$ cat src/rtl/s3_cse_forney_pkg.sv
// Shared GF(2^8) constants, FSM encoding and arithmetic helpers for the Chien search / Forney block.
package s3_cse_forney_pkg;

  localparam logic [8:0] GF_POLY  = 9'h11D;
  localparam logic [7:0] GF_ALPHA = 8'h02;

  typedef enum logic [1:0] {
    ST_IDLE = 2'd0,
    ST_LOAD = 2'd1,
    ST_SCAN = 2'd2,
    ST_DONE = 2'd3
  } cse_state_e;

  function automatic logic [7:0] gf_mul(input logic [7:0] a, input logic [7:0] b);
    logic [7:0] p;
    logic [7:0] x;
    p = 8'h00;
    x = a;
    for (int i = 0; i < 8; i++) begin
      if (b[i]) p = p ^ x;
      x = {x[6:0], 1'b0} ^ (x[7] ? GF_POLY[7:0] : 8'h00);
    end
    return p;
  endfunction

  // a^254 == a^-1 for nonzero a; maps 0 to 0.
  function automatic logic [7:0] gf_inv(input logic [7:0] a);
    logic [7:0] sq;
    logic [7:0] r;
    sq = a;
    r  = 8'h01;
    for (int i = 0; i < 7; i++) begin
      sq = gf_mul(sq, sq);
      r  = gf_mul(r, sq);
    end
    return r;
  endfunction

  // alpha^k for any signed k; elaboration-time use only.
  function automatic logic [7:0] alpha_pow(input int k);
    int         e;
    logic [7:0] r;
    e = k % 255;
    if (e < 0) e = e + 255;
    r = 8'h01;
    for (int i = 0; i < 255; i++) begin
      if (i < e) r = gf_mul(r, GF_ALPHA);
    end
    return r;
  endfunction

endpackage

$ cat src/rtl/gf2m8_inverse.sv
// Combinational GF(2^8) inverse over the 0x11D field (inverse of 0 is 0).
module gf2m8_inverse
  import s3_cse_forney_pkg::*;
(
  input  logic [7:0] a_i,
  output logic [7:0] z_o
);

  assign z_o = gf_inv(a_i);

endmodule

$ cat src/rtl/gf2m8_multi.sv
// Combinational GF(2^8) multiplier over the 0x11D field.
module gf2m8_multi
  import s3_cse_forney_pkg::*;
(
  input  logic [7:0] a_i,
  input  logic [7:0] b_i,
  output logic [7:0] z_o
);

  assign z_o = gf_mul(a_i, b_i);

endmodule

$ cat src/rtl/s3_cse_const_mul.sv
// Multiply by the elaboration-time constant alpha^K (K may be negative).
module s3_cse_const_mul
  import s3_cse_forney_pkg::*;
#(
  parameter int K = 1
) (
  input  logic [7:0] a_i,
  output logic [7:0] z_o
);

  localparam logic [7:0] C = alpha_pow(K);

  gf2m8_multi u_mul (
    .a_i(a_i),
    .b_i(C),
    .z_o(z_o)
  );

endmodule

$ cat src/rtl/s3_cse_forney.sv
// Chien search plus Forney error evaluation for up to two errors, scanning positions N-1..0.
// Optional root counter / decode-failure flag enabled by defining S3_CSE_ERRCNT_EN.
module s3_cse_forney
  import s3_cse_forney_pkg::*;
#(
  parameter int N = 255
) (
  input  logic       clk,
  input  logic       rstn,
  input  logic       kes_done,
  input  logic [7:0] rs_lambda0,
  input  logic [7:0] rs_lambda1,
  input  logic [7:0] rs_lambda2,
  input  logic [7:0] rs_omega0,
  input  logic [7:0] rs_omega1,
  output logic       cse_busy,
  output logic       cse_valid,
  output logic [7:0] cse_pos,
  output logic [7:0] cse_eval,
  output logic       cse_done,
  output logic [1:0] err_cnt,
  output logic       uncorrectable,
  output cse_state_e dbg_state_o
);

  localparam logic [7:0] LAST_POS = 8'(N - 1);

  cse_state_e state_q, state_d;
  logic [7:0] lam0_q, lam1_q, lam2_q, om0_q, om1_q;
  logic [7:0] l1t_q, l2t_q, o0t_q;
  logic [7:0] j_q, pos_q, eval_q;
  logic       valid_q, done_q;
  logic [7:0] pre_l1, pre_l2, pre_o0, stp_l1, stp_l2, stp_o0;
  logic [7:0] sum_c, num_c, lam1_inv, quot_c, eval_c;
  logic       root_c;

  s3_cse_const_mul #(.K(-(N - 1)))     u_pre_l1 (.a_i(lam1_q), .z_o(pre_l1));
  s3_cse_const_mul #(.K(-2 * (N - 1))) u_pre_l2 (.a_i(lam2_q), .z_o(pre_l2));
  s3_cse_const_mul #(.K(N - 1))        u_pre_o0 (.a_i(om0_q),  .z_o(pre_o0));
  s3_cse_const_mul #(.K(1))            u_stp_l1 (.a_i(l1t_q),  .z_o(stp_l1));
  s3_cse_const_mul #(.K(2))            u_stp_l2 (.a_i(l2t_q),  .z_o(stp_l2));
  s3_cse_const_mul #(.K(-1))           u_stp_o0 (.a_i(o0t_q),  .z_o(stp_o0));

  // Terms hold lambda_k*alpha^(-k*j) and omega0*alpha^j for the position j being scanned.
  assign sum_c  = lam0_q ^ l1t_q ^ l2t_q;
  assign root_c = (sum_c == 8'h00) && ((lam1_q | lam2_q) != 8'h00);
  assign num_c  = o0t_q ^ om1_q;

  gf2m8_inverse u_inv (.a_i(lam1_q), .z_o(lam1_inv));
  gf2m8_multi   u_div (.a_i(num_c), .b_i(lam1_inv), .z_o(quot_c));

  assign eval_c = (root_c && (lam1_q != 8'h00)) ? quot_c : 8'h00;

  always_comb begin
    state_d = state_q;
    case (state_q)
      ST_IDLE: if (kes_done) state_d = ST_LOAD;
      ST_LOAD: state_d = ST_SCAN;
      ST_SCAN: if (j_q == 8'h00) state_d = ST_DONE;
      ST_DONE: state_d = ST_IDLE;
      default: state_d = ST_IDLE;
    endcase
  end

  always_ff @(posedge clk or negedge rstn) begin
    if (!rstn) begin
      state_q <= ST_IDLE;
      lam0_q  <= 8'h00;
      lam1_q  <= 8'h00;
      lam2_q  <= 8'h00;
      om0_q   <= 8'h00;
      om1_q   <= 8'h00;
      l1t_q   <= 8'h00;
      l2t_q   <= 8'h00;
      o0t_q   <= 8'h00;
      j_q     <= 8'h00;
      pos_q   <= 8'h00;
      eval_q  <= 8'h00;
      valid_q <= 1'b0;
      done_q  <= 1'b0;
    end else begin
      state_q <= state_d;
      valid_q <= (state_q == ST_SCAN);
      done_q  <= (state_q == ST_DONE);
      pos_q   <= (state_q == ST_SCAN) ? j_q : 8'h00;
      eval_q  <= (state_q == ST_SCAN) ? eval_c : 8'h00;
      case (state_q)
        ST_IDLE: if (kes_done) begin
          lam0_q <= rs_lambda0;
          lam1_q <= rs_lambda1;
          lam2_q <= rs_lambda2;
          om0_q  <= rs_omega0;
          om1_q  <= rs_omega1;
        end
        ST_LOAD: begin
          l1t_q <= pre_l1;
          l2t_q <= pre_l2;
          o0t_q <= pre_o0;
          j_q   <= LAST_POS;
        end
        ST_SCAN: begin
          l1t_q <= stp_l1;
          l2t_q <= stp_l2;
          o0t_q <= stp_o0;
          j_q   <= j_q - 8'h01;
        end
        default: ;
      endcase
    end
  end

  // cse_valid qualifies cse_pos/cse_eval for one cycle each; there is no backpressure.
  assign cse_busy    = (state_q != ST_IDLE);
  assign cse_valid   = valid_q;
  assign cse_pos     = pos_q;
  assign cse_eval    = eval_q;
  assign cse_done    = done_q;
  assign dbg_state_o = state_q;

`ifdef S3_CSE_ERRCNT_EN
  logic [1:0] cnt_q;
  logic       unc_q;
  logic [1:0] deg_c;

  assign deg_c = (lam2_q != 8'h00) ? 2'd2 : ((lam1_q != 8'h00) ? 2'd1 : 2'd0);

  always_ff @(posedge clk or negedge rstn) begin
    if (!rstn) begin
      cnt_q <= 2'd0;
      unc_q <= 1'b0;
    end else begin
      case (state_q)
        ST_LOAD: begin
          cnt_q <= 2'd0;
          unc_q <= 1'b0;
        end
        ST_SCAN: if (root_c && (cnt_q != 2'd3)) cnt_q <= cnt_q + 2'd1;
        ST_DONE: unc_q <= (cnt_q != deg_c) || ((lam2_q != 8'h00) && (lam1_q == 8'h00));
        default: ;
      endcase
    end
  end

  assign err_cnt       = cnt_q;
  assign uncorrectable = unc_q;
`else
  assign err_cnt       = 2'd0;
  assign uncorrectable = 1'b0;
`endif

endmodule

$ cat config.mk
export PLATFORM = sky130hd
export DESIGN_NAME = s3_cse_forney
export DESIGN_NICKNAME = d
export VERILOG_FILES = /design/src/rtl/s3_cse_forney_pkg.sv /design/src/rtl/gf2m8_inverse.sv /design/src/rtl/gf2m8_multi.sv /design/src/rtl/s3_cse_const_mul.sv /design/src/rtl/s3_cse_forney.sv
export SDC_FILE = /design/constraint.sdc
export NUM_CORES = 1
export LEC_CHECK = 0
export ABC_AREA = 1
export BUFFER_PORTS_ARGS = -buffer_cell sky130_fd_sc_hd__buf_2
export CAP_MARGIN = 20
export CORE_ASPECT_RATIO = 0.7
export CORE_MARGIN = 2
export CORE_UTILIZATION = 25
export DETAILED_ROUTE_END_ITERATION = 16
export SLEW_MARGIN = 30
export SYNTH_ARGS = -nofsm -noshare
export SYNTH_HDL_FRONTEND = slang
export SYNTH_SLANG_ARGS = --single-unit
$ cat constraint.sdc
create_clock -name clk -period 34.5 [get_ports clk]
set_input_delay 1.725 -clock clk [delete_from_list [all_inputs] [get_ports clk]]
set_output_delay 1.725 -clock clk [all_outputs]
set_load 0.01 [all_outputs]
* Word level (Yosys, flattened, before mapping)
Cells that the tools add are included. W data, S select, Z words.
Operators by class: bitwise logic cells 232, reductions and logical operators 11, add/sub/neg operators 1, eq/ne operators 5, multiplexer cells 247
Operators by type and width (number):
- $xor A8 B8 Y8 | 203
- $mux W8 | 116
- $mux W5 | 118
- $xor A8 B5 Y8 | 21
- $pmux W8 S2 | 4
- $logic_not A8 Y1 | 2
- $reduce_bool A8 Y1 | 2
- $or A8 B8 Y8 | 1
- $pmux W2 S4 | 1
- $sub A8 B1 Y8 const B | 1
- $mux W7 | 1
- $not A1 Y1 const A | 7
- $mux W2 | 3
- $mux W6 | 1
- $eq A2 B2 Y1 const B | 2
- $mux W4 | 1
- $ne A2 B2 Y1 const B | 2
- $reduce_and A2 Y1 | 2
- $reduce_bool A2 Y1 | 2
- $mux W3 | 1
- $eq A2 B1 Y1 const B | 1
- $logic_and A1 B1 Y1 | 2
- $logic_not A2 Y1 | 1
- $mux W1 | 1
Storage, ports and cells: bits in registers 92, output and inout port bits 24, bits of input ports 43, word-level logic and storage cells 510

* Longest topological paths before layout
word-level depth 144, depth in mapped cells 135, mapped depth without buffers 125

* Cells and area by module
From an unflattened synthesis, not the netlist that was laid out.
Unflattened totals: cell total of the unflattened synthesis 7342, area, all modules 36531.3 µm²
Modules (own cells, without submodules):
- gf2m8_inverse | instances 1, sequential area each 0.0 µm², cells an instance 4562, area each 21090.2 µm²
- gf2m8_multi | instances 7, sequential area each 0.0 µm², cells an instance 335, area each 1616.6 µm²
- s3_cse_forney | instances 1, sequential area each 2302.2 µm², cells an instance 423, area each 4080.2 µm²
- s3_cse_const_mul | instances 6, sequential area each 0.0 µm², cells an instance 2, area each 7.5 µm²

* Worst setup path before layout
Ideal clock, no wire load.
path kind register to register, start register lam1_q[7], end register eval_q[3] (netlist: cse_eval[3]), data arrival time 12.452 ns, required time 34.383 ns, library setup time 0.117 ns, clock period less this slack 12.568 ns, slack 21.932 ns, cell stages (with the launch flop) 121, buffers on the path 16, cell sequence dfrtp_1 buf_4 nand2_1 nand3_1 nand3_2 nand2_2 nor2_2 inv_1 nand2_2 nand2_2 nand2_2 nand2_4 inv_4 buf_4 clkbuf_1 ha_1 inv_1 nand3_1 (+85 left out) nand2_1 nand2_1 nand2_1 nand2_1 nand3_1 nand2_2 buf_6 nand3_1 nand2_1 nand2_1 nand2_1 nand2_1 nand2_1 nand3_1 nand2_1 nand2_1 nand2_1 nor2_1
Between the ends: longest elaborated chain between the ends 141, elaborated cells on any way between the ends 404, those cells by class 210 x mux; 190 x bitwise; 4 x reduce/logical
RTL lines:
- from (decl) | RTL line s3_cse_forney.sv:29 | logic [7:0] lam0_q, lam1_q, lam2_q, om0_q, om1_q;
- from (signal assigned) | RTL line s3_cse_forney.sv:90 | lam1_q <= rs_lambda1;
- $mux W5 or $mux W8 (tied branches) | RTL line s3_cse_forney_pkg.sv:21, s3_cse_forney_pkg.sv:20
- $xor A8 B8 Y8 (on tied branches) | RTL line s3_cse_forney_pkg.sv:21, s3_cse_forney_pkg.sv:20
- $xor A8 B8 Y8 or $mux W8 (tied branches) | RTL line s3_cse_forney_pkg.sv:20 | if (b[i]) p = p ^ x;
- $mux W8 or $xor A8 B8 Y8 (tied branches) | RTL line s3_cse_forney_pkg.sv:20
- $xor A8 B8 Y8 or $mux W8 (tied branches) | RTL line s3_cse_forney_pkg.sv:20
- $mux W8 or $xor A8 B8 Y8 (tied branches) | RTL line s3_cse_forney_pkg.sv:20
- $xor A8 B8 Y8 or $mux W8 (tied branches) | RTL line s3_cse_forney_pkg.sv:20
- $mux W8 or $xor A8 B8 Y8 (tied branches) | RTL line s3_cse_forney_pkg.sv:20
- (+125 left out)
- $xor A8 B8 Y8 | RTL line s3_cse_forney_pkg.sv:20
- $mux W8 | RTL line s3_cse_forney_pkg.sv:20
- $xor A8 B8 Y8 | RTL line s3_cse_forney_pkg.sv:20
- $mux W8 | RTL line s3_cse_forney_pkg.sv:20
- $xor A8 B8 Y8 | RTL line s3_cse_forney_pkg.sv:20
- $mux W8 | RTL line s3_cse_forney_pkg.sv:20
- $mux W8 * | RTL line s3_cse_forney.sv:52 | assign eval_c = (root_c && (lam1_q != 8'h00)) ? quot_c : 8'h00;
- $mux W8 * | RTL line s3_cse_forney.sv:86 | eval_q <= (state_q == ST_SCAN) ? eval_c : 8'h00;
- to (signal assigned) | RTL line s3_cse_forney.sv:86
- to (decl) | RTL line s3_cse_forney.sv:31 | logic [7:0] j_q, pos_q, eval_q;
Every way passes the cells marked *; elsewhere a longest branch is shown, timed or not. A chain may end at the register's enable or synchronous reset.

* Worst setup path in the final report
start register lam1_q[7], end register eval_q[6] (netlist: cse_eval[6])
The elaborated chain is that of the path after synthesis.

==> results.json <==
{
  "initial_core_util_pct": 25.2,
  "slew_headroom_pct": 36.6,
  "antenna_found_initial": 3,
  "remaining_drc_errors": 0,
  "post_route_cells_drive_above_1_share_pct": 9.89,
  "finalHoldViolCount": 0,
  "drtIter0Drc": 3776,
  "die_w_um": 395,
  "timing.critical_path.to_type": "flop",
  "grt_util_all_layers_pct": 16.3,
  "synth_cells": 5365,
  "pwrdens_nw_per_um2": 8.13,
  "final-max-slew-violation-count": 0,
  "hold_fix_buffers_cts": 0,
  "die_area_um2": 109000,
  "clkLatencyLatePin_ps": 380,
  "finalCoreUtilization_pct": 26.5,
  "htree_num_levels": 3,
  "run_status": "finished clean",
  "maxCapViolations": 0,
  "register_area_um2": 2300,
  "route.antenna.remaining_nets": 0,
  "netlist_area_um2": 26700,
  "timing.critical_path.mode_cell": "sky130_fd_sc_hd__nand2_1",
  "clock-skew-final_ps": 18.5,
  "synthesis.area_per_instance_um2": 4.97,
  "cts_resized": 0,
  "rows": 100,
  "finalWorstSetupSlack_ps": 18010,
  "setup-tns-final_ps": 0,
  "io-pin-count": 67,
  "cts_inserted_buffers": 9,
  "drt-pass1-iter-count": 6,
  "drt-vias-per-instance": 4.95,
  "worstSetupPathType": "flop to flop",
  "port_buffers": 63,
  "clock_sinks": 92,
  "clk_pin_slew_worst_paths_ps": 90,
  "overflow": 0,
  "wirelength_um": 91900,
  "synthesis.yosys.warnings": 0,
  "postCtsSetupBuffers": 0,
  "max_slew.worst_pin.slew_ps": 949,
  "clock_path_buffers": 2,
  "timing.fmax_ghz": 0.0607,
  "power.ir.vdd_worst_v": 0.0000253,
  "vias_after_detailed_routing": 33264,
  "synth_seq_area_share_pct": 8.63,
  "power_uw": 228,
  "place_congestion": 0.983,
  "dp_worst_setup_slack_ps": 18560,
  "cellLeakagePower_nw": 17.1,
  "syn_to_final_growth_pct": 5.20,
  "setup.worst_path.start_class": "flop",
  "endpoint_required_time_on_the_critical_path_ps": 34780,
  "cp_slowest_cell": "sky130_fd_sc_hd__inv_2",
  "most-common-layout-cells": "sky130_fd_sc_hd__nand2_1, sky130_fd_sc_hd__nand3_1, sky130_fd_sc_hd__inv_1, sky130_fd_sc_hd__nor2_1, sky130_fd_sc_hd__nand2_2",
  "synth-edff-count": 0,
  "setup_violations_final": 0,
  "design.final.nets": 5352,
  "synthArstFlopShare_pct": 100,
  "tritoncts": "done",
  "die-height_um": 277,
  "grt_first_pass_wirelength_um": 149000,
  "clock-root-buffer": "sky130_fd_sc_hd__clkbuf_16",
  "largest_net_degree_at_the_start_of_global_routing": 56,
  "netlist_top_cells_area": "sky130_fd_sc_hd__nand2_1, sky130_fd_sc_hd__nand3_1, sky130_fd_sc_hd__dfrtp_1",
  "route.detailed.wl_per_inst_um": 13.7,
  "synth-seq-cells": 92,
  "rsz0062_at_grt": "false",
  "yosysTopAreaCell": "sky130_fd_sc_hd__nand2_1",
  "worstHoldPathType": "flop to flop",
  "place.detailed.hpwl_um": 72900,
  "multi_input_area_um2": 20700,
  "finalCriticalPeriod_ps": 16490,
  "slowest_delay_ps": 790,
  "grt_pass1_vias": 28992,
  "most_common_cell_after_layout_fill_and_taps_aside": "sky130_fd_sc_hd__nand2_1",
  "yosys_most_used_dff": "sky130_fd_sc_hd__dfrtp_1",
  "crit_fanout": 47,
  "timing.reg2reg.setup_slack_ps": 18010,
  "synth_top_area_share_pct": 34.0,
  "floorplan.core_area_um2": 106000,
  "final.fill_count": 12278,
  "post-route-period-util_pct": 47.8,
  "synth_cell_type_count": 48,
  "worst-endpoint-arrival_ps": 16760
}
synth_stat cells, types with 6 or more instances:
master / count
sky130_fd_sc_hd__nand3b_1: 41
sky130_fd_sc_hd__buf_2: 33
sky130_fd_sc_hd__nand3_1: 1105
sky130_fd_sc_hd__ha_1: 17
sky130_fd_sc_hd__o211ai_1: 6
sky130_fd_sc_hd__nand2_2: 175
sky130_fd_sc_hd__xor2_1: 63
sky130_fd_sc_hd__o221ai_1: 15
sky130_fd_sc_hd__a21oi_1: 49
sky130_fd_sc_hd__mux2_2: 28
sky130_fd_sc_hd__o21ai_1: 8
sky130_fd_sc_hd__nor2_1: 253
sky130_fd_sc_hd__inv_2: 117
sky130_fd_sc_hd__clkbuf_1: 20
sky130_fd_sc_hd__buf_6: 39
sky130_fd_sc_hd__xnor2_1: 50
sky130_fd_sc_hd__nand3_2: 50
sky130_fd_sc_hd__inv_1: 549
sky130_fd_sc_hd__dfrtp_1: 92
sky130_fd_sc_hd__o21bai_1: 8
sky130_fd_sc_hd__buf_4: 57
sky130_fd_sc_hd__nand2_4: 24
sky130_fd_sc_hd__nand4_1: 48
sky130_fd_sc_hd__nand2_1: 2415
sky130_fd_sc_hd__o21ai_0: 32
sky130_fd_sc_hd__clkinv_1: 12
sky130_fd_sc_hd__nor2_2: 12
registers in the layout, summed over array words and instances, names as in the netlist:
name         flops
lam0_q           8
l1t_q            8
lam1_q           8
l2t_q            8
cse_eval         8
om1_q            8
dbg_state_o      2
cse_done         1
j_q              8
cse_pos          8
cse_valid        1
o0t_q            8
om0_q            8
lam2_q           8
worst max-delay path: cells and delay by family, from the launching register on:
family | cells | cell delay [ps]
and+or+nand+nor | 89 | 11230
DFF | 1 | 530
xor gates and xnor gates | 1 | 160
adders and majority gates | 3 | 1400
buffers and inverters | 13 | 2950
final timing paths:
path | startpoint | to | depth (start not counted)
worst max-delay path | lam1_q[7]$_DFFE_PN0P_ | cse_eval[6]$_DFF_PN0_ | 106
worst min-delay path | om0_q[1]$_DFFE_PN0P_ | o0t_q[0]$_DFFE_PN0P_ | 2
worst max register to register | lam1_q[7]$_DFFE_PN0P_ | cse_eval[6]$_DFF_PN0_ | 106
worst min register to register | om0_q[1]$_DFFE_PN0P_ | o0t_q[0]$_DFFE_PN0P_ | 2
max in group asynchronous | rstn | l1t_q[7]$_DFFE_PN0P_ | 2
min in group asynchronous | rstn | cse_eval[7]$_DFF_PN0_ | 1
area by class of cell:
| cell class | instances | share of cell area (%) |
|---|---|---|
| diodes | 1 | 0.00891 |
| flip-flops and latches | 92 | 8.20 |
| clock inverters | 7 | 0.343 |
| well taps | 1428 | 6.36 |
| inverters | 684 | 9.19 |
| multi-input cells | 4433 | 73.7 |
| clock buffers | 9 | 0.802 |
| repair buffers | 72 | 1.37 |
through the flow:
| stage | cells | area, µm² | hold slack, ps |
|---|---|---|---|
| 2_1_floorplan | 5367 | 26700 | 433 |
| 3_3_place_gp | 6709 | 27700 | 477 |
| 3_5_place_dp | 6709 | 27700 | 479 |
| 4_1_cts | 6725 | 28000 | 501 |
| 5_1_grt | 6726 | 28100 | 530 |
| 6_report | 6726 | 28100 | 497 |
metal layers:
metal	vias to the layer above	global-route usage [%]	part of all wire (%)
li1	16756	-	-
met1	14977	25.0	49
met2	1469	23.1	39
met3	60	3.76	12
met4	2	1.92	0.71
met5	-	0	0.0076
power by group:
group / internal [mW] / switching [mW]
registers: 0.108 / 0
logic: 0.00180 / 0.00383
clock network: 0.0642 / 0.0507
total: 0.174 / 0.0545
cells by family after synthesis:
group | Yosys count | synth area share (%)
buffers and inverters | 842 | 14.1
other | 1 | 0.0141
DFF | 92 | 8.63
muxes | 28 | 1.18
AOI/OAI and AO/OA | 131 | 2.92
xor gates and xnor gates | 118 | 4.06
and+or+nand+nor | 4136 | 68.3
adders and majority gates | 17 | 0.797
No activity file was read; power rests on OpenSTA's default activity.
